$ cat config.mk
export PLATFORM = sky130hd
export DESIGN_NAME = sap2_serial_loader_flat
export DESIGN_NICKNAME = d
export VERILOG_FILES = /design/src/rtl/sap2_serial_loader_if.sv /design/src/rtl/sap2_serial_loader.sv /design/src/flat_wrapper.sv
export SDC_FILE = /design/constraint.sdc
export NUM_CORES = 1
export LEC_CHECK = 0
export ABC_AREA = 1
export BUFFER_PORTS_ARGS = -buffer_cell sky130_fd_sc_hd__buf_2
export CORE_ASPECT_RATIO = 1.4
export CORE_UTILIZATION = 47
export CTS_CLUSTER_SIZE = 12
export DETAILED_ROUTE_END_ITERATION = 12
export PLACE_DENSITY = 0.68
export SETUP_SLACK_MARGIN = 0.4
export SYNTH_ARGS = -nofsm -noshare
export SYNTH_HDL_FRONTEND = slang
export SYNTH_SLANG_ARGS = --single-unit
$ cat constraint.sdc
create_clock -name clk -period 3.3 [get_ports clk]
set_clock_uncertainty 0.1 [all_clocks]
set_input_delay 0.825 -clock clk [delete_from_list [all_inputs] [get_ports clk]]
set_output_delay 0.825 -clock clk [all_outputs]
set_load 0.02 [all_outputs]
$ cat src/rtl/sap2_serial_loader_if.sv
// Programming-port bundle between the serial loader and the SAP2-mini RAM/CPU.
interface sap2_serial_loader_if;
  logic        prog;
  logic [7:0]  a;
  logic [11:0] d;
  logic        we;
  logic        run;
  logic        done;
  logic        err;
  logic [8:0]  cnt;

  modport master (output prog, a, d, we, run, done, err, cnt);
  modport slave  (input  prog, a, d, we, run, done, err, cnt);
endinterface

$ cat src/rtl/sap2_serial_loader.sv
// 8N1 serial receiver that assembles 3-byte records into SAP2-mini RAM writes,
// releasing prog and pulsing run when an end record arrives.
module sap2_serial_loader #(
  parameter int CLKS_PER_BIT = 16
) (
  input  logic                  clk,
  input  logic                  clr,
  input  logic                  rx,
  sap2_serial_loader_if.master  bus
);

  localparam int TW = $clog2(CLKS_PER_BIT);
  localparam logic [TW-1:0] T_HALF = TW'(CLKS_PER_BIT / 2 - 1);
  localparam logic [TW-1:0] T_FULL = TW'(CLKS_PER_BIT - 1);

  typedef enum logic [1:0] {IDLE, START, DATA, STOP} rx_state_t;

  rx_state_t     state, state_n;
  logic          rx_s1, rx_s2;
  logic [TW-1:0] timer;
  logic [2:0]    bit_idx;
  logic [7:0]    shreg;
  logic          timer_rst, shift_en, byte_ok, frame_err;
  logic [1:0]    idx;
  logic [7:0]    b0, b1;

  // Synchronizer resets to the idle line level so clr never looks like a start bit.
  always_ff @(posedge clk or posedge clr) begin
    if (clr) begin
      rx_s1 <= 1'b1;
      rx_s2 <= 1'b1;
    end else begin
      rx_s1 <= rx;
      rx_s2 <= rx_s1;
    end
  end

  always_ff @(posedge clk or posedge clr) begin
    if (clr) state <= IDLE;
    else     state <= state_n;
  end

  always_comb begin
    state_n   = state;
    timer_rst = 1'b0;
    shift_en  = 1'b0;
    byte_ok   = 1'b0;
    frame_err = 1'b0;
    case (state)
      IDLE: begin
        if (!rx_s2) begin
          timer_rst = 1'b1;
          state_n   = START;
        end
      end
      START: begin
        if (timer == T_HALF) begin
          timer_rst = 1'b1;
          state_n   = rx_s2 ? IDLE : DATA;
        end
      end
      DATA: begin
        if (timer == T_FULL) begin
          timer_rst = 1'b1;
          shift_en  = 1'b1;
          if (bit_idx == 3'd7) state_n = STOP;
        end
      end
      STOP: begin
        if (timer == T_FULL) begin
          state_n   = IDLE;
          byte_ok   = rx_s2;
          frame_err = !rx_s2;
        end
      end
      default: state_n = IDLE;
    endcase
  end

  // bit_idx wraps 7 -> 0 on the eighth shift, so it is always 0 on entry to DATA.
  always_ff @(posedge clk or posedge clr) begin
    if (clr) begin
      timer   <= '0;
      bit_idx <= '0;
      shreg   <= '0;
    end else begin
      timer <= timer_rst ? '0 : timer + TW'(1);
      if (shift_en) begin
        shreg   <= {rx_s2, shreg[7:1]};
        bit_idx <= bit_idx + 3'd1;
      end
    end
  end

  always_ff @(posedge clk or posedge clr) begin
    if (clr) begin
      idx      <= '0;
      b0       <= '0;
      b1       <= '0;
      bus.prog <= 1'b1;
      bus.a    <= '0;
      bus.d    <= '0;
      bus.we   <= 1'b0;
      bus.run  <= 1'b0;
      bus.done <= 1'b0;
      bus.err  <= 1'b0;
      bus.cnt  <= '0;
    end else begin
      bus.we  <= 1'b0;
      bus.run <= 1'b0;
      if (!bus.done) begin
        if (frame_err) begin
          bus.err <= 1'b1;
          idx     <= '0;
        end else if (byte_ok) begin
          case (idx)
            2'd0: begin
              b0  <= shreg;
              idx <= 2'd1;
            end
            2'd1: begin
              b1  <= shreg;
              idx <= 2'd2;
            end
            default: begin
              idx <= '0;
              if (b1[7:4] == 4'h0) begin
                bus.a  <= b0;
                bus.d  <= {b1[3:0], shreg};
                bus.we <= 1'b1;
                if (bus.cnt != '1) bus.cnt <= bus.cnt + 9'd1;
              end else if (b1[7:4] == 4'hF) begin
                bus.prog <= 1'b0;
                bus.run  <= 1'b1;
                bus.done <= 1'b1;
              end else begin
                bus.err <= 1'b1;
              end
            end
          endcase
        end
      end
    end
  end

endmodule
$ cat src/flat_wrapper.sv
// flat-port wrapper written by rule: the top's interface ports become plain ports
module sap2_serial_loader_flat 
#(
  parameter int CLKS_PER_BIT = 16
)
  (clk, clr, rx, bus_prog, bus_a, bus_d, bus_we, bus_run, bus_done, bus_err, bus_cnt);
  sap2_serial_loader_if bus_i ();
  input  logic clk;
  input  logic clr;
  input  logic rx;
  output wire logic [$bits(bus_i.prog)-1:0] bus_prog;
  output wire logic [$bits(bus_i.a)-1:0] bus_a;
  output wire logic [$bits(bus_i.d)-1:0] bus_d;
  output wire logic [$bits(bus_i.we)-1:0] bus_we;
  output wire logic [$bits(bus_i.run)-1:0] bus_run;
  output wire logic [$bits(bus_i.done)-1:0] bus_done;
  output wire logic [$bits(bus_i.err)-1:0] bus_err;
  output wire logic [$bits(bus_i.cnt)-1:0] bus_cnt;
  assign bus_prog = bus_i.prog;
  assign bus_a = bus_i.a;
  assign bus_d = bus_i.d;
  assign bus_we = bus_i.we;
  assign bus_run = bus_i.run;
  assign bus_done = bus_i.done;
  assign bus_err = bus_i.err;
  assign bus_cnt = bus_i.cnt;
  sap2_serial_loader #(.CLKS_PER_BIT(CLKS_PER_BIT)) u_core (.clk(clk), .clr(clr), .rx(rx), .bus(bus_i));
endmodule
## After elaboration in Yosys (flattened, before gate mapping)

Index checks and enable logic that the tools add are counted.

- Reduce and logical (&&, ||, !) cells: 14
- Muxes and demuxes: 37
- Eq/ne operators: 17
- $add $sub $neg: 3
- Bitwise gates (word level): 4

Operators by type and width:

| kind | number |
|---|---|
| $mux W1 | 25 |
| $mux W2 | 8 |
| $reduce_and A5 Y1 | 3 |
| $ne A2 B1 Y1 const B | 7 |
| $reduce_and A6 Y1 | 2 |
| $add A9 B1 Y9 const B | 1 |
| $ne A9 B9 Y1 const B | 1 |
| $eq A4 B4 Y1 const B | 2 |
| $pmux W2 S4 | 1 |
| $reduce_and A4 Y1 | 2 |
| $add A4 B1 Y4 const B | 1 |
| $eq A2 B1 Y1 const B | 2 |
| $eq A2 B2 Y1 const B | 2 |
| $eq A4 B3 Y1 const B | 1 |
| $logic_not A2 Y1 | 2 |
| $logic_not A4 Y1 | 1 |
| $mux W4 | 1 |
| $not A1 Y1 | 4 |
| $pmux W2 S2 | 1 |
| $add A3 B1 Y3 const B | 1 |
| $eq A3 B3 Y1 const B | 1 |
| $pmux W1 S3 | 1 |
| $ne A2 B2 Y1 const B | 1 |
| $reduce_and A2 Y1 | 1 |
| 3 further kinds | 3 |

- Output and inout port bits: 34
- Word-level logic and storage cells: 92
- Bits in registers: 71
- Input bits: 3

## Logic depth before layout (Yosys ltp)

Gate-level depths: netlist (run 1).

- Depth after elaboration: 7
- Gate-level depth with buffers: 11
- Depth with buffers taken out: 11

## Least setup slack after synthesis (run 1)

No wires, ideal clock.

- Path type: register to register
- From: reg u_core.bus.cnt[0]
- To: reg u_core.bus.cnt[0]
- Path slack: 1.401 ns
- Data required time: 3.135 ns
- Path buffers: 0
- Library setup time: 0.065 ns
- Data arrival time: 1.734 ns
- Stages on the path, launching flop included: 12
- Period minus slack after synthesis: 1.899 ns
- Path through: dfrtp_1 ha_1 nand2_1 inv_1 nand3_1 nor3_1 ha_1 nor2_1 nand3_2 nor2_4 nand2_1 nand2_1

- Longest elaborated chain between the ends: 2
- Elaborated cells on any way between the ends: 3
- Classes of those cells: add/sub: 1; eq/ne: 1; reduce/logical: 1

Ends and longest elaborated chain:

| element | RTL line | RTL |
|---|---|---|
| start: declaration | sap2_serial_loader_if.sv:12 | `modport master (output prog, a, d, we, run, done, err, cnt);` |
| start signal: assignment | sap2_serial_loader.sv:131 | `if (bus.cnt != '1) bus.cnt <= bus.cnt + 9'd1;` |
| branches (longest 2 deep; another with $add A9 B1 Y9) | n/a |  |

Several ways; the timed one is not identified.
A chain may end at the register's enable or synchronous reset.

## Worst setup path in the final report (run 1)

- From: reg u_core.timer[0]
- To: reg u_core.bus.a[0]

- Longest elaborated chain between the ends: 5
- Elaborated cells on any way between the ends: 7
- Classes of those cells: eq/ne: 1; mux: 4; bitwise: 1; reduce/logical: 1

Ends and longest elaborated chain:

| element | RTL line | RTL |
|---|---|---|
| start: declaration | sap2_serial_loader.sv:20 | `logic [TW-1:0] timer;` |
| start signal: assignment | sap2_serial_loader.sv:87 | `timer <= timer_rst ? '0 : timer + TW'(1);` |
| $eq A4 B4 Y1 * | sap2_serial_loader.sv:70 | `if (timer == T_FULL) begin` |
| $mux W1 | sap2_serial_loader.sv:70 |  |
| $mux W1 | sap2_serial_loader.sv:49 | `case (state)` |
| $not A1 Y1 (no source line) | n/a |  |
| $reduce_and A5 Y1 (no source line) * | n/a |  |
| end signal: assignment | sap2_serial_loader.sv:101 | `bus.a <= '0;` |
| end signal: assignment | sap2_serial_loader.sv:128 | `bus.a <= b0;` |
| end: declaration | sap2_serial_loader_if.sv:12 |  |

Every way passes the cells marked *; elsewhere a longest branch is shown, timed or not.

==> flow_summary.json, run 1 <==
{
  "grt_overflow": 0,
  "yosysWarnings": 0,
  "grt.busiest_layer": "met2",
  "synth_xor_area_frac": 0.0164,
  "synthMuxAreaShare": 0,
  "sw_frac_of_total": 0.274,
  "initial_utilization": 0.488,
  "met1_usage": 0.232,
  "grt_use_met2": 0.340,
  "synth_edf_count": 0,
  "ys_seq_elements": 71,
  "num_rows": 35,
  "cts_buffer_depth": 2,
  "yosysTopAreaCell": "dfrtp_1",
  "synth-adder-area-share": 0.0195,
  "core-area_um2": 6570,
  "synth_cells": 369,
  "cts_setup_buffers": 0,
  "syn_nets": 377,
  "wl_per_cell_um": 13.1,
  "power_density_nw_per_um2": 503,
  "clkTransAtPathRegs_ns": 0.08,
  "async_flop_share": 1.00,
  "dr.pass1.iters": 5,
  "first_global_vias": 2372,
  "final_common_cell": "nand2_1",
  "fin_crit_ns": 2.42,
  "tritoncts_num_sinks": 71,
  "cts_resized": 0,
  "layout-drive-gt1-share": 0.176,
  "crit_required_ns": 3.43,
  "p_leak_nw": 2.05,
  "clock.fmax_mhz": 413,
  "final_cell_mix": "nand2_1 (141), dfrtp_1 (68), buf_2 (36), nand4_1 (29), inv_1 (26)",
  "fillCellCount": 627,
  "finalNetCount": 414,
  "yosysTopAreaCellShare": 0.531,
  "drc_errors": 0,
  "ys_top_cells_by_area": "dfrtp_1 (53%), nand2_1 (17%), nand4_1 (5.7%)",
  "synth_top_family_by_area": "simple AND/OR/NAND/NOR gates",
  "seqPwrFrac": 0.531,
  "htreeDepth": 3,
  "tightest_slew_ns": 0.686,
  "grt_pass1_wl_mm": 10.9,
  "clkPwrFrac": 0.361,
  "ir_drop_v": 0.000268,
  "cap_violations": 0,
  "slew_headroom": 0.542,
  "cts_made_buffers": 9,
  "hold_viol": 0,
  "drv_slew": 0,
  "p_int_mw": 1.33,
  "cts.root.buffer_cell": "clkbuf_8",
  "setup_viol": 0,
  "holdBufCountCts": 0,
  "synth_compound_area_frac": 0.0359,
  "track_usage": 0.197,
  "die_w_um": 71.8,
  "p_switching_uw": 500,
  "grt_use_met3": 0.0415,
  "synth.distinct_cells": 27,
  "path_class": "reg2reg",
  "synth.avg_cell_area_um2": 8.69,
  "netlist_area_um2": 3210,
  "utilization": 0.553,
  "fin_crit_sh": 0.733,
  "antenna_cells": 0,
  "ant_nets": 0,
  "vias_per_cell": 5.15,
  "dp_hpwl_mm": 4.49,
  "status": "complete, no violations",
  "finalSetupTns_ns": 0,
  "cts_tree": "yes",
  "ys_seq_area_frac": 0.555,
  "grt_max_degree": 42,
  "endpoint_kind": "flip-flop",
  "yosys_most_used_dff": "dfrtp_1",
  "yosys.area_share.simple": 0.316,
  "port-buffer-count": 36,
  "gp_congestion": 0.776,
  "crit_path_max_fanout": 20,
  "routed_wl_mm": 6.33,
  "via_count": 2492,
  "die_h_um": 99.7,
  "first_iter_violations": 188,
  "io_pins": 37,
  "clk_latency_ns": 0.34,
  "critPathLaunchType": "flip-flop",
  "dieArea_um2": 7160,
  "arrival_ns": 2.55,
  "antenna_found_initial": 0,
  "comb_power_share": 0.108,
  "min_path_type": "reg2reg",
  "area_growth_pct": 13.3,
  "rsz0062_at_grt": "no"
}
[metal layers]
metal	up-vias	wire [µm]
li1	1266	-
met5	-	0
met2	46	3150
met4	0	141
met3	12	219
met1	1168	2810
[path summary, 6_finish.rpt]
| kind | slack, ns | from | to | cells after the start |
|---|---|---|---|---|
| worst max-delay path | 0.88 | u_core.timer[0] | u_core.bus.a[0] | 7 |
| worst min-delay path | 0.26 | u_core.rx_s1 | u_core.rx_s2 | 0 |
| worst max register to register | 0.88 | u_core.timer[0] | u_core.bus.a[0] | 7 |
| worst min register to register | 0.26 | u_core.rx_s1 | u_core.rx_s2 | 0 |
| max in group asynchronous | 1.89 | clr | u_core.rx_s2 | 3 |
| min in group asynchronous | 0.48 | clr | u_core.b1[5] | 2 |
[cell usage after synthesis (4+ instances only)]
cell and instances:
nand2_1 141, dfrtp_1 68, nand4_1 29, inv_1 27
nand3_1 21, nor2_1 20, o21bai_1 9, buf_2 8
o21ai_1 6, ha_1 5, xor2_1 5, nand3_2 4
[sequential cells by signal, summed over array words and instances, names as in the netlist, named ones only]
signal	cells
u_core.b0	8
u_core.idx	2
u_core.bit_idx	3
u_core.state	1
u_core.bus.a	8
u_core.rx_s2	1
u_core.bus.d	12
u_core.bus.err	1
u_core.bus.prog	1
u_core.b1	8
u_core.bus.cnt	9
u_core.timer	4
u_core.bus.done	1
u_core.bus.run	1
u_core.shreg	8
u_core.bus.we	1
u_core.rx_s1	1
[kinds of logic (layout without fill, tap and decap cells)]
family                     Yosys count  in the layout
and+or+nand+nor                    225            225
adders and majority gates            5              5
AOI/OAI and AO/OA                   18             18
xor gates and xnor gates             6              6
buffers and inverters               44             85
DFF                                 71             71
[area by class of cell]
class / instances / area, µm² / area share
tap: 74 / 92.6 / 0.0255
clock buffer: 9 / 124 / 0.0341
clock inverter: 6 / 62.6 / 0.0172
timing repair buffer: 39 / 215 / 0.0592
sequential: 71 / 1780 / 0.490
multi-input combinational: 254 / 1240 / 0.342
inverter: 31 / 116 / 0.0320
[critical path: stages (launching register included)]
cell and delay, ns:
dfrtp_1 0.40, ha_1 0.25, nand3_2 0.17, nor2_1 0.08
nor2_2 0.40, nand3_1 0.63, nand2_1 0.21, nand2_1 0.06
[power by group through the flow]
stage / registers [mW] / logic, mW / clock network [mW]
floorplan: 0.974 / 0.163 / 0
global placement: 0.984 / 0.195 / 0
detailed placement: 0.985 / 0.203 / 0
CTS: 0.969 / 0.204 / 0.681
global route: 0.978 / 0.234 / 0.715
finish: 0.970 / 0.198 / 0.660
[per-stage QoR]
step           power (mW)  instance area, µm²  setup slack (ns)  instances  hold slack [ns]
2_1_floorplan        1.14                3210             0.583        369            0.245
3_3_place_gp         1.18                3450             0.924        469            0.247
3_5_place_dp         1.19                3450             0.853        469            0.251
4_1_cts              1.85                3630             0.847        484            0.262
5_1_grt              1.93                3630             0.620        484            0.263
6_report             1.83                3630             0.880        484            0.260
Note: power is estimated with default switching activity, not from simulation.
==> inputs of run 2 (changes only) <==
==> constraint.sdc (replaced) <==
create_clock -name clk -period 2.5 [get_ports clk]
set_clock_uncertainty 0.1 [all_clocks]
set_input_delay 0.625 -clock clk [delete_from_list [all_inputs] [get_ports clk]]
set_output_delay 0.625 -clock clk [all_outputs]
set_load 0.02 [all_outputs]
==> run 2 against run 1 <==
  * Via count is 2.7% higher
  * First-iteration DRC count is 18% lower
  * Non-clock buffer count is 6 higher
  * Die area stayed put
  * Sequential share of layout area is 1.8 points lower
  * Cell count is 1.9% higher
  * Global-route usage is 0.17 points higher
  * Wire length is 0.21% lower
  * Fmax is 23% higher
  * Critical endpoint is now u_core.bus.cnt[2]
==> flow_summary.json, run 2 (same netlist as run 1, synthesis figures left out) <==
{
  "final_common_cell": "nand2_1",
  "drv_slew": 0,
  "dp_hpwl_mm": 4.40,
  "antenna_cells": 0,
  "top_register": "u_core.bus.d",
  "fin_crit_ns": 1.97,
  "path_cells": "ha_1 -> nand2_1 -> inv_1 -> nand3_1 -> nor3_1 -> ha_1 -> nor2_4 -> nand3_4 -> nor2_4 -> nand2_1 -> nand2_1",
  "first_global_vias": 2422,
  "fin_crit_sh": 0.788,
  "setup_viol": 0,
  "drc_errors": 0,
  "rsz0062_at_grt": "no",
  "p_switching_uw": 664,
  "tritoncts_num_sinks": 71,
  "hold_viol": 0,
  "largest_registers": "u_core.bus.d x12, u_core.bus.cnt x9",
  "path_buf_inv": 1,
  "clk_latency_ns": 0.35,
  "num_rows": 35,
  "arrival_ns": 2.15,
  "cap_violations": 0,
  "routed_wl_mm": 6.31,
  "area_growth_pct": 17.6,
  "gp_congestion": 0.831,
  "power_density_nw_per_um2": 684,
  "grt_overflow": 0,
  "vias_per_cell": 5.19,
  "finalNetCount": 422,
  "status": "complete, no violations",
  "multiInputGateArea_um2": 1290,
  "clkTransAtPathRegs_ns": 0.08,
  "dr.pass1.iters": 5,
  "cp_slowest_cell": "dfrtp_1",
  "ff_latch_area_um2": 1780,
  "p_int_mw": 1.92,
  "path_class": "reg2reg",
  "endpoint_kind": "flip-flop",
  "antenna_found_initial": 0,
  "slowest_delay_ns": 0.42,
  "largest_reg_flops": 12,
  "layout.cells.non_filler": 493,
  "clock.fmax_mhz": 507,
  "fillCellCount": 576,
  "htreeDepth": 3,
  "core-area_um2": 6570,
  "ant_nets": 0,
  "crit_top_cell": "nand2_1",
  "crit_path_max_fanout": 6,
  "crit_required_ns": 2.68,
  "clkPwrFrac": 0.404,
  "cts_made_buffers": 9,
  "fin_hold_ws_ns": 0.234,
  "wl_per_cell_um": 12.8,
  "initial_utilization": 0.488,
  "die_h_um": 99.7,
  "utilization": 0.574,
  "grt_pass1_wl_mm": 11.0,
  "cts.root.buffer_cell": "clkbuf_8",
  "worstReg2RegStart": "u_core.bus.cnt[0]",
  "critPathLaunchType": "flip-flop",
  "cts_tree": "yes",
  "dieArea_um2": 7160,
  "placedCellCount": 475,
  "sw_frac_of_total": 0.257,
  "die_w_um": 71.8,
  "startpoint": "u_core.bus.cnt[0]",
  "layout-drive-gt1-share": 0.198,
  "cts_buffer_depth": 2,
  "track_usage": 0.199,
  "min_path_type": "in2async",
  "first_iter_violations": 155,
  "finalSetupTns_ns": 0,
  "grt_max_degree": 38,
  "via_count": 2559,
  "port-buffer-count": 36,
  "io_pins": 37,
  "slew_headroom": 0.601,
  "seqPwrFrac": 0.495,
  "p_leak_nw": 2.10,
  "holdBufCountCts": 0,
  "tightest_slew_ns": 0.598,
  "comb_power_share": 0.101,
  "ir_drop_v": 0.000421,
  "cpLargestDelayFamily": "simple AND/OR/NAND/NOR gates",
  "final_cell_mix": "nand2_1 (140), dfrtp_1 (68), buf_2 (36), nand4_1 (29), inv_1 (26)"
}
run 2: cell count changes in the layout (fill, tap and decap cells not counted), sizes merged:
| cell | delta |
|---|---|
| clkbuf | +2 |
| buf | +6 |
| bufinv | +1 |
| inv | -1 |
| nor2 | +1 |
| nand3 | +1 |
| clkinv | -1 |
run 2: path summary, 6_finish.rpt:
path	endpoint	slack, ns	cells past startpoint
max	u_core.bus.cnt[2]	0.53	11
min reg2reg	u_core.rx_s2	0.26	0
min	u_core.shreg[2]	0.23	2
min in group clk	u_core.rx_s2	0.26	0
max in group asynchronous	u_core.rx_s1	1.44	3
max reg2reg	u_core.bus.cnt[2]	0.53	11
run 2: worst reg2reg max path: stages, from the launching register on:
cell	delay (ns)
dfrtp_1	0.42
ha_1	0.23
nand2_1	0.10
inv_1	0.06
nand3_1	0.09
nor3_1	0.07
ha_1	0.21
nor2_4	0.16
nand3_4	0.15
nor2_4	0.19
nand2_1	0.07
nand2_1	0.07
run 2: repair_timing:
action | 4_1_cts | 5_1_grt
pin swaps | 1 | 2
endpoints found under the setup margin | 8 | 21
hold endpoints to repair | 0 | 0
setup buffers | 0 | 0
gates resized for setup | 0 | 6
gates cloned | 1 | 1
run 2: layout make-up:
class	count	share of cell area
repair buffers	45	0.0690
well taps	74	0.0245
inverters	31	0.0318
flip-flops and latches	71	0.472
clock buffers	11	0.0401
clock inverters	5	0.0212
multi-input cells	256	0.341
run 2: power groups by stage:
stage	sequential, mW	clock [mW]	combinational (mW)
after global placement	1.30	0	0.258
after global routing	1.29	1.12	0.303
after CTS	1.28	1.07	0.263
final	1.28	1.04	0.260
after detailed placement	1.30	0	0.261
after floorplan	1.29	0	0.215
run 2: through the flow:
step / worst slack [ns] / instance area, µm² / total power, mW
6_report: 0.530 / 3770 / 2.58
5_1_grt: 0.363 / 3770 / 2.71
4_1_cts: 0.404 / 3730 / 2.61
3_5_place_dp: 0.415 / 3500 / 1.56
3_3_place_gp: 0.447 / 3500 / 1.56
2_1_floorplan: 0.601 / 3210 / 1.50
run 2: routing by layer:
layer	vias to the layer above	part of all wire	GRT usage
met1	1204	0.45	0.245
met2	52	0.49	0.324
met5	-	0	0
met4	0	0.026	0.115
met3	12	0.032	0.0375
li1	1291	-	-
